===== config.mk =====
export PLATFORM = sky130hd
export DESIGN_NAME = buffer_out
export DESIGN_NICKNAME = d
export VERILOG_FILES = /design/src/rtl/buffer_out.sv
export SDC_FILE = /design/constraint.sdc
export NUM_CORES = 1
export LEC_CHECK = 0
export BUFFER_PORTS_ARGS = -buffer_cell sky130_fd_sc_hd__buf_4
export CAP_MARGIN = 40
export CELL_PAD_IN_SITES_DETAIL_PLACEMENT = 1
export CELL_PAD_IN_SITES_GLOBAL_PLACEMENT = 1
export CORE_ASPECT_RATIO = 0.75
export CORE_MARGIN = 2
export CORE_UTILIZATION = 53
export DETAILED_ROUTE_END_ITERATION = 10
export GPL_TIMING_DRIVEN = 0
export HOLD_SLACK_MARGIN = 0.1
export PLACE_DENSITY = 0.82
export RECOVER_POWER = 50
export SKIP_CTS_REPAIR_TIMING = 1
export SYNTH_ARGS = -nofsm -noshare
export SYNTH_HDL_FRONTEND = slang
export SYNTH_SLANG_ARGS = --single-unit

===== constraint.sdc =====
create_clock -name clock -period 3.84 [get_ports clock]
set_input_delay 0.192 -clock clock [delete_from_list [all_inputs] [get_ports clock]]
set_output_delay 0.192 -clock clock [all_outputs]
set_load 0.05 [all_outputs]

===== src/rtl/buffer_out.sv =====
// Output side of the rescale IP: RGB565 pixel FIFO feeding an RGB888 AXI4-Stream master.
// state | meaning: IDLE waiting for start; ACTIVE accepting pixels; DRAIN emitting queued beats.
module buffer_out #(
    parameter int ROW_PIXELS = 8,
    parameter int FRAME_ROWS = 8,
    parameter int FIFO_DEPTH = 16,
    parameter int FIFO_AW    = 4
) (
    input  logic        clock,
    input  logic        reset,
    input  logic        start,
    input  logic [15:0] pixel_in,
    input  logic        pixel_valid,
    output logic        pixel_ready,
    output logic [31:0] M_AXIS_TDATA,
    output logic        M_AXIS_TVALID,
    input  logic        M_AXIS_TREADY,
    output logic        M_AXIS_TLAST,
    output logic        row_done_o,
    output logic        frame_done_o,
    output logic        busy
);

    localparam int TOTAL = ROW_PIXELS * FRAME_ROWS;
    localparam int CNT_W = $clog2(TOTAL + 1);
    localparam int COL_W = (ROW_PIXELS > 1) ? $clog2(ROW_PIXELS) : 1;
    localparam int ROW_W = (FRAME_ROWS > 1) ? $clog2(FRAME_ROWS) : 1;

    typedef enum logic [1:0] {
        S_IDLE   = 2'd0,
        S_ACTIVE = 2'd1,
        S_DRAIN  = 2'd2
    } state_t;

    state_t              r_state;
    state_t              w_state_nxt;
    logic [15:0]         r_mem [FIFO_DEPTH];
    logic [FIFO_AW-1:0]  r_wr_ptr;
    logic [FIFO_AW-1:0]  r_rd_ptr;
    logic [FIFO_AW:0]    r_count;
    logic [CNT_W-1:0]    r_in_cnt;
    logic [COL_W-1:0]    r_out_col;
    logic [COL_W-1:0]    w_col_nxt;
    logic [ROW_W-1:0]    r_out_row;
    logic                w_full;
    logic                w_empty;
    logic                w_accept;
    logic                w_rd;
    logic                w_hs;
    logic                w_hs_last;
    logic                w_frame_end;
    logic                w_ld_last;
    logic [15:0]         w_head;
    logic [31:0]         w_expanded;

    assign w_full      = (r_count == (FIFO_AW+1)'(FIFO_DEPTH));
    assign w_empty     = (r_count == '0);
    assign pixel_ready = (r_state == S_ACTIVE) && !w_full && (r_in_cnt < CNT_W'(TOTAL));
    assign w_accept    = pixel_valid && pixel_ready;
    assign w_hs        = M_AXIS_TVALID && M_AXIS_TREADY;
    assign w_hs_last   = w_hs && M_AXIS_TLAST;
    assign w_frame_end = w_hs_last && (r_state == S_DRAIN) && (r_out_row == ROW_W'(FRAME_ROWS - 1));
    assign w_rd        = (!M_AXIS_TVALID || M_AXIS_TREADY) && !w_empty;
    assign busy        = (r_state != S_IDLE);

    assign w_head     = r_mem[r_rd_ptr];
    assign w_expanded = {8'h00,
                         w_head[15:11], w_head[15:13],
                         w_head[10:5],  w_head[10:9],
                         w_head[4:0],   w_head[4:2]};

    // Column of the word being loaded: out_col already advanced if the current beat completes now.
    always_comb begin
        w_col_nxt = r_out_col;
        if (w_hs) begin
            w_col_nxt = M_AXIS_TLAST ? '0 : r_out_col + COL_W'(1);
        end
    end
    assign w_ld_last = (w_col_nxt == COL_W'(ROW_PIXELS - 1));

    always_ff @(posedge clock or posedge reset) begin
        if (reset) begin
            r_state <= S_IDLE;
        end else begin
            r_state <= w_state_nxt;
        end
    end

    always_comb begin
        w_state_nxt = r_state;
        unique case (r_state)
            S_IDLE:   if (start) w_state_nxt = S_ACTIVE;
            S_ACTIVE: if (w_accept && (r_in_cnt == CNT_W'(TOTAL - 1))) w_state_nxt = S_DRAIN;
            S_DRAIN:  if (w_frame_end) w_state_nxt = S_IDLE;
            default:  w_state_nxt = S_IDLE;
        endcase
    end

    always_ff @(posedge clock or posedge reset) begin
        if (reset) begin
            r_in_cnt <= '0;
        end else if ((r_state == S_IDLE) && start) begin
            r_in_cnt <= '0;
        end else if (w_accept) begin
            r_in_cnt <= r_in_cnt + CNT_W'(1);
        end
    end

    always_ff @(posedge clock) begin
        if (w_accept) begin
            r_mem[r_wr_ptr] <= pixel_in;
        end
    end

    always_ff @(posedge clock or posedge reset) begin
        if (reset) begin
            r_wr_ptr <= '0;
            r_rd_ptr <= '0;
            r_count  <= '0;
        end else begin
            if (w_accept) r_wr_ptr <= r_wr_ptr + FIFO_AW'(1);
            if (w_rd)     r_rd_ptr <= r_rd_ptr + FIFO_AW'(1);
            unique case ({w_accept, w_rd})
                2'b10:   r_count <= r_count + (FIFO_AW+1)'(1);
                2'b01:   r_count <= r_count - (FIFO_AW+1)'(1);
                default: r_count <= r_count;
            endcase
        end
    end

    always_ff @(posedge clock or posedge reset) begin
        if (reset) begin
            M_AXIS_TDATA  <= '0;
            M_AXIS_TVALID <= 1'b0;
            M_AXIS_TLAST  <= 1'b0;
        end else if (w_rd) begin
            M_AXIS_TDATA  <= w_expanded;
            M_AXIS_TVALID <= 1'b1;
            M_AXIS_TLAST  <= w_ld_last;
        end else if (w_hs) begin
            M_AXIS_TVALID <= 1'b0;
            M_AXIS_TLAST  <= 1'b0;
        end
    end

    always_ff @(posedge clock or posedge reset) begin
        if (reset) begin
            r_out_col    <= '0;
            r_out_row    <= '0;
            row_done_o   <= 1'b0;
            frame_done_o <= 1'b0;
        end else begin
            r_out_col    <= w_col_nxt;
            row_done_o   <= w_hs_last;
            frame_done_o <= w_frame_end;
            if (w_frame_end) begin
                r_out_row <= '0;
            end else if (w_hs_last) begin
                r_out_row <= r_out_row + ROW_W'(1);
            end
        end
    end

endmodule


Word-level counts from Yosys, hierarchy flattened. Memory sizes are Yosys's and may differ from the RTL's. Cells that the tools add are included.

Muxes and demuxes: 16. Reductions and logical operators: 22. $lt $le $gt $ge: 1. Add/subtract/negate cells: 7. Equality and inequality tests: 11.

Operators with widths (number): $mux W7 (2); $mux W3 (4); $logic_and A1 B1 Y1 (10); $pmux W5 S2 (1); $reduce_bool A2 Y1 (5); $add A4 B1 Y4 const B (2); $add A7 B1 Y7 const B (1); $eq A7 B6 Y1 const B (1); $lt A7 B7 Y1 const B (1); $add A3 B1 Y3 const B (2); $eq A3 B3 Y1 const B (2); $mux W2 (3); $pmux W2 S3 (1); $add A5 B1 Y5 const B (1); $eq A5 B5 Y1 const B (1); $logic_not A5 Y1 (1); $mux W1 (5); $sub A5 B1 Y5 const B (1); $eq A2 B1 Y1 const B (2); $eq A2 B2 Y1 const B (2); $ne A2 B2 Y1 const B (2); $logic_not A1 Y1 (3); $reduce_and A3 Y1 (1); $logic_not A2 Y1 (1); other kinds (2) (2).

Memory bits (writable): 256. Memories: 1. Register bits after elaboration: 56. Input bits: 21.

Memory list: r_mem (depth 16, bits a word 16, read ports 1, clocked after memory_dff 0, wr ports 1, RTL line 37) `logic [15:0] r_mem [FIFO_DEPTH];`.

Logic depth before layout (Yosys ltp).
Word-level depth: 8. Gate-level depth with buffers: 12. Gate-level depth less buffers: 10.

Worst setup path after synthesis. No wires, ideal clock.

Path kind: register to register. From: register r_count[1]. To: register r_count[4]. Setup slack: 1.028 ns. Stages on the path, launching flop included: 13. Arrival: 2.689 ns. Buffers on the path: 2. Cell sequence: dfrtp_1 > buf_6 > or4_4 > o2111a_2 > inv_2 > ha_1 > clkbuf_1 > xor2_1 > ha_1 > o211a_1 > o31ai_1 > a31oi_1 > xnor2_1.

Cells in the longest elaborated chain, start to end: 7. Elaborated cells on any way between the ends: 14.

Ends and longest elaborated chain: start, declared (RTL line 40) `logic [FIFO_AW:0] r_count;`; start signal, assigned (RTL line 124) `2'b10: r_count <= r_count + (FIFO_AW+1)'(1);`; start signal, assigned (RTL line 125) `2'b01: r_count <= r_count - (FIFO_AW+1)'(1);`; start signal, assigned (RTL line 126) `default: r_count <= r_count;`; $eq A5 B5 Y1 (RTL line 56) `assign w_full = (r_count == (FIFO_AW+1)'(FIFO_DEPTH));`; $logic_not A1 Y1 (RTL line 58) `assign pixel_ready = (r_state == S_ACTIVE) && !w_full && (r_in_cnt < CNT_W'(TOTAL));`; $logic_and A1 B1 Y1 (2 in a row) (RTL line 58); $logic_and A1 B1 Y1 (RTL line 59) `assign w_accept = pixel_valid && pixel_ready;`; $eq A2 B1 Y1 / $eq A2 B2 Y1 (equally long branches) (RTL line 123) `unique case ({w_accept, w_rd})`; $pmux W5 S2 / $reduce_bool A2 Y1 (equally long branches).

Several ways; a longest one is shown, not always the timed one. A chain may end at the register's enable or synchronous reset.

Final worst setup path.
From: register r_count[2]. To: register r_count[4].

Elaborated cells on any way between the ends: 14.

RTL lines: $logic_not A5 Y1 (*) (RTL line 57) `assign w_empty = (r_count == '0);`; $logic_not A1 Y1 (*) (RTL line 63) `assign w_rd = (!M_AXIS_TVALID || M_AXIS_TREADY) && !w_empty;`; $logic_and A1 B1 Y1 (*) (RTL line 63); via w_rd (RTL line 48) `logic w_rd;`; $eq A2 B1 Y1 / $eq A2 B2 Y1 (equally long branches) (RTL line 123); $pmux W5 S2 / $reduce_bool A2 Y1 (equally long branches).

The timed path passes the listed nets; every way through them passes the cells marked *.

==> results.toml <==
[run_status]
status = "finished, violations left"
violations = "capacitance limit, slew limit"

[timing]
slew_headroom_pct = -0.803
worstMarginPinSlew_ns = 1.51
finalCritPeriodShare_pct = 86.9
period_needed_ns = 3.34
rsz0062_at_grt = "no"
setup-tns-final_ns = 0
whs_ns = 0.195
fin_worst_skew_ns = 0.0123
hold_violations = 0
finalSetupViolCount = 0
clock.fmax_mhz = 300
slew_violations = 29

[clock_tree]
cts.sinks = 304
root_buffer = "clkbuf_16"
clock_latency_ns = 0.55
numCtsBuffers = 29
cts_max_path_buffers = 3
htree_levels = 1
cts_tree = "done"
path_clk_slew_ns = 0.07

[power]
pwr-share-clk_pct = 26.6
powerDensity_nw_per_um2 = 774
seqPwrFrac_pct = 39.3
combPwrFrac_pct = 34.2
ir_drop_mv = 0.600
switchingPower_w = 0.00372
finalPower_w = 0.0111
p_sw_share_pct = 33.6
p_int_w = 0.00735
leakage_nw = 5.05

[worst_setup_path]
end_kind = "flop"
cp_top_family = "compound AO/OA/AOI/OAI gates"
criticalPathCategory = "reg2reg"
cpMaxStageDelayCell = "or4_4"
worstPathRequired_ns = 4.27
cpMostUsedCell = "ha_1"
crit_chain = "buf_2 > or4_4 > o21ai_4 > inv_2 > ha_1 > clkbuf_1 > xor2_1 > ha_1 > o211a_1 > o31ai_1 > a31oi_1 > xnor2_1"
timing.critical_path.buf_inv = 3
critical_path_arrival_ns = 3.77
cp_max_fo = 9
worst_setup_path_start_kind = "flop"
cp_slowest_stage_delay_ns = 0.52

[layout]
final_nets = 799
drive_gt1_share_pct = 26.7
most-common-layout-cells = "edfxtp_1, mux4_2, dfrtp_1, clkbuf_1, buf_4"
num_antenna_cells = 0
final_common_cell = "edfxtp_1"
synthToLayoutAreaGrowth_pct = 17.2
final_core_util_pct = 62.7

[floorplan]
initial_core_util_pct = 53.5
die-area_sq_um = 24300
die_x_um = 179
die_h_um = 135
core_area_sq_um = 22800
io_pins = 59
rows = 48

[global_route]
antenna_found_initial = 0
grt_max_degree = 29
grt_overflow = 0
grt_pass1_wl_mm = 42.5
grt_pass1_vias = 6919
grtUsageTotal_pct = 24.2

[synthesis]
synth_top_area_share_pct = 63.0
post-synth-top-area-cell = "edfxtp_1"
syn-cell-area_sq_um = 12200
synth_cells = 641
syn_avg_cell_area_sq_um = 19.0
synthFlopType = "edfxtp_1"
yosys.cell_types.count = 47
synth_edf_count = 256
synth-seq-cells = 304
ys_warn_count = 0
ys_top_cells_by_area = "edfxtp_1, mux4_2, dfrtp_1"
synth_seq_area_share_pct = 72.8
async_flop_share_pct = 15.8

[placed_design]
portBuffers = 50
hpwl_mm = 18.9
place_congestion = 0.821

[drt]
ant_nets = 0
drt_iter0_markers = 466
wl_per_cell_um = 25.8
drt_first_pass_iters = 5
num_vias = 6484
drt-vias-per-instance = 5.97
drc = 0
routed_wl_mm = 28.1

[run]
maxCapViolCount = 1

[min_path]
hold_path_class = "in2reg"
power by group through the flow:
stage / logic (W) / clock network [W] / registers (W)
global placement: 0.00350 / 0 / 0.00437
CTS: 0.00385 / 0.00299 / 0.00435
global route: 0.00405 / 0.00310 / 0.00439
finish: 0.00378 / 0.00294 / 0.00435
floorplan: 0.00239 / 0 / 0.00461
detailed placement: 0.00381 / 0 / 0.00441
worst register-to-register path, cell delays in order, from the launching register on:
cell	delay, ns
dfrtp_1	0.36
buf_2	0.18
or4_4	0.52
o21ai_4	0.38
inv_2	0.20
ha_1	0.25
clkbuf_1	0.22
xor2_1	0.21
ha_1	0.25
o211a_1	0.23
o31ai_1	0.19
a31oi_1	0.09
xnor2_1	0.16
layout make-up:
| class | count | area [sq um] |
|---|---|---|
| clock inverter | 15 | 189 |
| inverter | 9 | 33.8 |
| tap | 300 | 375 |
| clock buffer | 38 | 790 |
| buffer | 50 | 324 |
| sequential | 304 | 8890 |
| multi-input combinational | 285 | 3040 |
| timing repair buffer | 86 | 667 |
| fill | 1973 | 8520 |
flip-flops by register name (all words and copies together) (netlist names), 3 cells and up:
signal        cells
r_out_row         3
r_rd_ptr          4
r_wr_ptr          4
M_AXIS_TDATA     16
r_in_cnt          7
r_out_col         3
r_mem           256
r_count           5
metal layers:
layer	vias up	wire length, um	GRT usage [%]
met5	-	0	0
met4	0	444	4.93
met3	43	1410	4.26
met2	180	13900	39.7
met1	3479	12300	34.6
li1	2782	-	-
through the flow:
stage	cells	area, sq um	setup WS, ns
3_5_place_dp	1015	13300	0.547
5_1_grt	1087	14300	0.341
4_1_cts	1068	14200	0.486
2_1_floorplan	648	12200	1.03
3_3_place_gp	998	13000	0.271
6_report	1087	14300	0.503
cell families (layout without fill, tap and decap cells):
group                    count (synthesis)  count (layout)  share of synthesized area [%]
multiplexers                            85              85                           13.6
other                                    1               8                         0.0307
buffers and inverters                   59             198                           2.93
AO/OA/AOI/OAI                           76              76                           4.58
AND/OR/NAND/NOR                         90              90                           3.83
adder cells (fa/ha/maj)                 13              13                           1.33
XOR/XNOR                                13              13                          0.933
flip-flops                             304             304                           72.8
cell usage after synthesis, types with 2 or more instances:
library cell and n:
and3_1 2, o31ai_1 2, a211o_1 16, ha_1 13, nor3_1 6, nand3_1 4, a22o_1 18, inv_2 2
nand4_1 2, edfxtp_1 256, dfrtp_1 48, nand2_1 20, o21ai_0 7, buf_1 3, inv_1 7, clkbuf_1 13
buf_6 7, and2_1 2, mux2_2 3, mux2i_1 18, nor2_1 23, buf_2 7, buf_4 20, mux4_2 64
a21o_1 3, xor2_1 3, a21oi_1 22, nor2b_1 18, xnor2_1 10, nand2b_1 5
path summary, 6_finish.rpt:
| kind | from | end | slack (ns) | cells past startpoint |
|---|---|---|---|---|
| max in group asynchronous | reset | r_in_cnt[2] | 1.49 | 4 |
| setup / recovery | r_count[2] | r_count[4] | 0.50 | 12 |
| min in group asynchronous | reset | M_AXIS_TDATA[13] | 0.45 | 3 |
| hold / removal | pixel_valid | r_in_cnt[3] | 0.19 | 5 |
| setup reg to reg | r_count[2] | r_count[4] | 0.50 | 12 |
| hold reg to reg | r_out_row[1] | r_out_row[1] | 0.51 | 1 |
Power figures use the tool's default switching activity.
